--- src/rtl/parity_link_arbiter.sv ---
// parity_link_arbiter
//   Shares one serial, parity-protected line between two parallel-word
//   requesters. Requesters are arbitrated round-robin. The granted word is
//   captured through a valid/ready handshake and sent as one frame:
//   start bit (0), data LSB-first, running-parity bit, stop bit (1).
//
//   state    | meaning
//   ---------+-----------------------------------------------------------
//   S_IDLE   | line idle high; grant and capture a word if any valid is high
//   S_START  | start bit (0) on the line
//   S_DATA   | DATA_W data bits, LSB first, parity accumulating
//   S_PARITY | accumulated parity bit on the line
//   S_STOP   | stop bit (1) on the line; next cycle is idle
//
// Ports
//   clk, rst_n              clock; asynchronous active-low reset
//   req0_valid/data/ready   requester 0 handshake (ready: one-cycle capture pulse)
//   req1_valid/data/ready   requester 1 handshake
//   ser_out                 serial line, idles high
//   busy                    high while a frame is on the line
//   grant_id                owner of the current or most recent frame
module parity_link_arbiter #(
    parameter int DATA_W     = 8,
    parameter bit PARITY_ODD = 1'b0
) (
    input  logic              clk,
    input  logic              rst_n,
    input  logic              req0_valid,
    input  logic [DATA_W-1:0] req0_data,
    output logic              req0_ready,
    input  logic              req1_valid,
    input  logic [DATA_W-1:0] req1_data,
    output logic              req1_ready,
    output logic              ser_out,
    output logic              busy,
    output logic              grant_id
);

    localparam int CNT_W = (DATA_W > 1) ? $clog2(DATA_W) : 1;
    localparam logic [CNT_W-1:0] CNT_LAST = CNT_W'(DATA_W - 1);

    typedef enum logic [2:0] {
        S_IDLE,
        S_START,
        S_DATA,
        S_PARITY,
        S_STOP
    } state_t;

    state_t            state;
    logic [DATA_W-1:0] shift_reg;
    logic              par;
    logic [CNT_W-1:0]  cnt;
    logic              last;

    logic any_valid;
    logic gnt_sel;
    logic gnt_fire;

    // Under contention the requester that did not win last time is chosen.
    // The ready pulse is the combinational grant so that the capture, the
    // pulse and the transition to START all happen in the same IDLE cycle.
    // Gating with rst_n keeps a held valid from producing a pulse while the
    // block is in reset.
    assign any_valid  = req0_valid | req1_valid;
    assign gnt_sel    = (req0_valid & req1_valid) ? ~last : req1_valid;
    assign gnt_fire   = rst_n & (state == S_IDLE) & any_valid;
    assign req0_ready = gnt_fire & ~gnt_sel;
    assign req1_ready = gnt_fire & gnt_sel;

    // ser_out/busy are loaded with the value belonging to the state being
    // entered, so the line is registered yet lines up with the state.
    always_ff @(posedge clk or negedge rst_n) begin
        if (!rst_n) begin
            state     <= S_IDLE;
            shift_reg <= '0;
            par       <= PARITY_ODD;
            cnt       <= '0;
            last      <= 1'b1;
            ser_out   <= 1'b1;
            busy      <= 1'b0;
            grant_id  <= 1'b0;
        end else begin
            case (state)
                S_IDLE: begin
                    ser_out <= 1'b1;
                    busy    <= 1'b0;
                    if (gnt_fire) begin
                        shift_reg <= gnt_sel ? req1_data : req0_data;
                        last      <= gnt_sel;
                        grant_id  <= gnt_sel;
                        par       <= PARITY_ODD;
                        cnt       <= '0;
                        ser_out   <= 1'b0;
                        busy      <= 1'b1;
                        state     <= S_START;
                    end
                end
                S_START: begin
                    ser_out   <= shift_reg[0];
                    par       <= par ^ shift_reg[0];
                    shift_reg <= shift_reg >> 1;
                    cnt       <= '0;
                    state     <= S_DATA;
                end
                S_DATA: begin
                    if (cnt == CNT_LAST) begin
                        // par already includes every data bit here
                        ser_out <= par;
                        state   <= S_PARITY;
                    end else begin
                        ser_out   <= shift_reg[0];
                        par       <= par ^ shift_reg[0];
                        shift_reg <= shift_reg >> 1;
                        cnt       <= cnt + CNT_W'(1);
                    end
                end
                S_PARITY: begin
                    ser_out <= 1'b1;
                    state   <= S_STOP;
                end
                S_STOP: begin
                    ser_out <= 1'b1;
                    busy    <= 1'b0;
                    state   <= S_IDLE;
                end
                default: begin
                    ser_out <= 1'b1;
                    busy    <= 1'b0;
                    state   <= S_IDLE;
                end
            endcase
        end
    end

endmodule

--- config.mk ---
export PLATFORM = sky130hd
export DESIGN_NAME = parity_link_arbiter
export DESIGN_NICKNAME = d
export VERILOG_FILES = /design/src/rtl/parity_link_arbiter.sv
export SDC_FILE = /design/constraint.sdc
export NUM_CORES = 1
export LEC_CHECK = 0
export CAP_MARGIN = 0
export CELL_PAD_IN_SITES_DETAIL_PLACEMENT = 0
export CELL_PAD_IN_SITES_GLOBAL_PLACEMENT = 2
export CORE_ASPECT_RATIO = 0.8
export CORE_MARGIN = 1
export CORE_UTILIZATION = 28
export CTS_BUF_LIST = sky130_fd_sc_hd__clkbuf_16
export DETAILED_ROUTE_END_ITERATION = 16
export PLACE_DENSITY = 0.75
export SYNTH_ARGS = -nofsm -noshare
export SYNTH_HDL_FRONTEND = slang
export SYNTH_SLANG_ARGS = --single-unit
--- constraint.sdc ---
create_clock -name clk -period 3 [get_ports clk]
set_clock_uncertainty 0.2 [all_clocks]
set_input_delay 0.9 -clock clk [delete_from_list [all_inputs] [get_ports clk]]
set_output_delay 0.9 -clock clk [all_outputs]
set_load 0.01 [all_outputs]
* After elaboration in Yosys (flattened, before gate mapping)
Index checks and enable logic that the tools add are counted.
Storage, ports and cells: register bits 19, bits in latches 0, RAM bits 0, ROM bits 0, input bits 20, output and inout port bits 5, word-level logic and storage cells 50, memories kept 0
Cells by class: add/subtract/negate cells 1, $mul 0, div/mod/pow operators 0, order comparisons 0, equality and inequality tests 7, shifts and indexed selects 0, multiplexer cells 19, bitwise operators 9, reductions and logical operators 6
Operator list (number):
- two-way mux 8 bit | 3
- one-hot mux 8 bit (3 select lines) | 1
- two-way mux 3 bit | 4
- one-hot mux 3 bit (4 select lines) | 1
- one-hot mux 3 bit (3 select lines) | 1
- equality test 3 x 2 -> 1 bit, second input constant | 2
- two-way mux 1 bit | 6
- inequality test 2 bit, second input constant | 3
- one-hot mux 1 bit (3 select lines) | 2
- AND 1 bit | 5
- AND reduction 2 bit | 2
- adder 3 x 1 -> 3 bit, second input constant | 1
- equality test 3 x 1 -> 1 bit, second input constant | 1
- equality test 3 bit, second input constant | 1
- zero test 3 bit | 1
- AND reduction 3 bit | 1
- nonzero test 3 bit | 1
- OR reduction 3 bit | 1
- NOT 1 bit | 2
- one-hot mux 1 bit (2 select lines) | 1
- OR 1 bit | 1
- bitwise XOR 1 bit | 1

* Logic depth before layout (Yosys ltp)
word-level depth 5, depth in mapped cells 7, mapped depth without buffers 6

* Worst setup path before layout
Ideal clock, no wire load.
path kind input to output, start point input port req1_valid, end point output port req1_ready, data arrival time 1862 ps, data required time 1900 ps, path slack 38 ps, cell stages on the path 3, path buffers 0, path through o21ai_0 or4_1 nor2_1
Between the ends: word-level cells in the longest chain between the ends 3, elaborated cells on any way between the ends 5, those cells by class 1 x mux; 4 x bitwise
RTL lines:
- from (decl) | RTL line 31 | input logic req1_valid,
- OR 1 bit / AND 1 bit (equally long branches) | RTL line 65, 66
- AND 1 bit / two-way mux 1 bit (equally long branches) | RTL line 67, 66
- AND 1 bit (*) | RTL line 69 | assign req1_ready = gnt_fire & gnt_sel;
- to (decl) | RTL line 33 | output logic req1_ready,
Every way passes the cells marked *; elsewhere a longest branch is shown, timed or not.

* Final worst setup path
start point input port req0_valid, end point output port req1_ready
Between the ends: word-level cells in the longest chain between the ends 3, elaborated cells on any way between the ends 5, those cells by class 1 x mux; 4 x bitwise
RTL lines:
- from (decl) | RTL line 28 | input logic req0_valid,
- OR 1 bit / AND 1 bit (equally long branches) | RTL line 65, 66
- AND 1 bit / two-way mux 1 bit (equally long branches) | RTL line 67, 66
- AND 1 bit (*) | RTL line 69
Marks and branches as above.

==> impl_metrics.yaml <==
floorplan:
  start_util: 0.297
  die_area_sq_um: 3930
  core_sq_um: 3470
  die_h_um: 56.3
  ioPinCount: 25
  row_count: 19
  die_w_um: 69.9
clocking:
  clkSlewWorstSetupHoldPaths_ns: 0.05
  htree_levels: 1
  clock_latency_ns: 0.25
  cts_sinks: 19
  cts-root-buf: "clkbuf_16"
  cts_tree: "yes"
  clock_path_buffers: 2
  cts_buffers: 3
drt:
  wl_per_cell_um: 11.9
  antenna_left: 0
  drc: 0
  wl_mm: 2.33
  post_drt_via_cell_ratio: 4.72
  drtPass1Iterations: 4
  vias: 921
  drt_iter0_drc: 51
cells_and_area:
  syn_to_final_growth_pct: 45.3
  layout_common_cells: "nand2_1 (25), clkdlybuf4s50_1 (19), buf_4 (19)"
  final_nets: 176
  largest_reg_flops: 8
  final_layout_size_suffix_gt1_frac: 0.242
  final_area_sq_um: 1500
  final_util: 0.432
  final_common_cell: "nand2_1"
  antenna_cells: 0
worst_setup_path:
  crit_type: "input port to output pin"
  reg2reg_depth: 7
  start_kind: "input port"
  cp.arrival_ns: 1.83
  critPathMaxFanout: 3
  critPathRequiredTime_ns: 1.90
  cp-end-kind: "output pin"
global_route:
  grt.total_usage: 0.134
  grt_pass1_vias: 899
  grt_start_max_net_pins: 20
  overflow: 0
  grt_pass1_wl_mm: 4.11
  antenna_found_initial: 0
logic_synthesis:
  syn_area_sq_um: 1030
  async_flop_share: 1.00
  ys.flop_type: "dfrtp_1"
  synth_cell_types: 30
  synth_area_per_cell_sq_um: 9.13
  postSynthCellCount: 113
  yosys_warnings: 0
  netlist.top_cell.by_area: "dfrtp_1"
  synth-seq-area-share: 0.463
  synth_area_leaders: "dfrtp_1 (41%), nand2_1 (9.1%), o21ai_0 (8.7%), dfstp_2 (5.1%), and3_1 (4.2%)"
  synth_top_area_share: 0.412
  synth-edff-count: 0
  syn_nets: 135
  ys_seq_elements: 19
timing:
  finalSetupViolations: 0
  relSlewSlack: 0.654
  fin_crit_ns: 2.93
  hold_viol_final: 0
  fmax_ghz: 0.341
  worstMarginPinSlew_ns: 0.512
  slew_viol_final: 0
  period_share: 0.978
  rsz0062_at_grt: "false"
placement:
  gp_congestion: 0.710
  placed_area_sq_um: 1370
  dpl.hpwl_mm: 1.62
  numPortBuffers: 24
power:
  p_leak_nw: 0.705
  ir_worst_vdd_mv: 0.332
  power_density_nw_per_um2: 918
hold_path:
  hp-class: "flop to flop"
  holdPathStages: 1
flow_run:
  maxCapViolations: 0
run_status:
  status: "completed"
[logic make-up after synthesis]
| logic type | after synthesis | share of synthesized area |
|---|---|---|
| simple gates | 46 | 0.229 |
| compound gates | 36 | 0.227 |
| flops | 19 | 0.463 |
| buf+inv | 9 | 0.0485 |
| fa+ha+maj | 2 | 0.0242 |
| xor+xnor | 1 | 0.00849 |
[where the power goes]
group | internal [mW] | total, mW | switching [mW] | leakage [nW]
Sequential | 0.383 | 0.445 | 0.0620 | 0.236
Clock | 0.177 | 0.267 | 0.0897 | 0.0423
Combinational | 0.325 | 0.665 | 0.340 | 0.427
Total | 0.885 | 1.38 | 0.492 | 0.705
[worst max-delay path, cell delays in order]
cell and delay, ns:
buf_2 0.10, o21ai_2 0.06, or4_4 0.52, nor2_4 0.13, buf_6 0.11
[area by class of cell]
class | count | area [sq um]
well taps | 42 | 52.6
clock inverters | 1 | 3.75
repair buffers | 43 | 364
clock buffers | 3 | 75.1
multi-input cells | 85 | 519
flip-flops and latches | 19 | 478
fillers | 326 | 1970
inverters | 2 | 7.51
[synth_stat cells, types with 2 or more instances]
cell type and n:
nand2b_1 2, o21ai_0 18, a22o_1 3, dfrtp_1 17
dfstp_2 2, nand2_1 25, o21ai_1 2, a21oi_1 6
clkbuf_1 3, a21o_1 3, and3_1 7, nor2_1 4
ha_1 2, buf_6 2, inv_1 2
[final timing paths]
check | endpoint | startpoint | slack [ns]
worst max-delay path | req1_ready | req0_valid | 0.07
worst min-delay path | grant_id | grant_id | 0.27
worst max register to register | par | cnt[0] | 0.72
worst min register to register | grant_id | grant_id | 0.27
max in group asynchronous | last | rst_n | 1.89
min in group asynchronous | state[0] | rst_n | 0.44
[per-stage QoR]
| step | hold slack (ns) | total power, mW | setup WS [ns] | setup TNS [ns] | cells |
|---|---|---|---|---|---|
| after floorplan | 0.244 | 0.906 | 0.0376 | 0 | 113 |
| after global placement | 0.258 | 1.09 | -0.810 | -1.57 | 183 |
| after detailed placement | 0.265 | 1.10 | -0.852 | -1.61 | 183 |
| after CTS | 0.277 | 1.39 | 0.0815 | 0 | 195 |
| after global routing | 0.291 | 1.51 | 0.0451 | 0 | 195 |
| final | 0.273 | 1.38 | 0.0671 | 0 | 195 |
[repair_timing]
item                                    CTS  global route
endpoints found under the setup margin    2             0
hold buffers                              0             0
gates resized for setup                  26             0
buffers inserted                          8             0
[layer usage]
metal  vias up  wire (um)  GRT usage
met1       425       1190      0.171
met3         2         88     0.0449
met4         0         14     0.0343
met2        16       1030      0.218
met5         -          0          0
li1        478          -          -
Note: power is estimated with default switching activity, not from simulation.
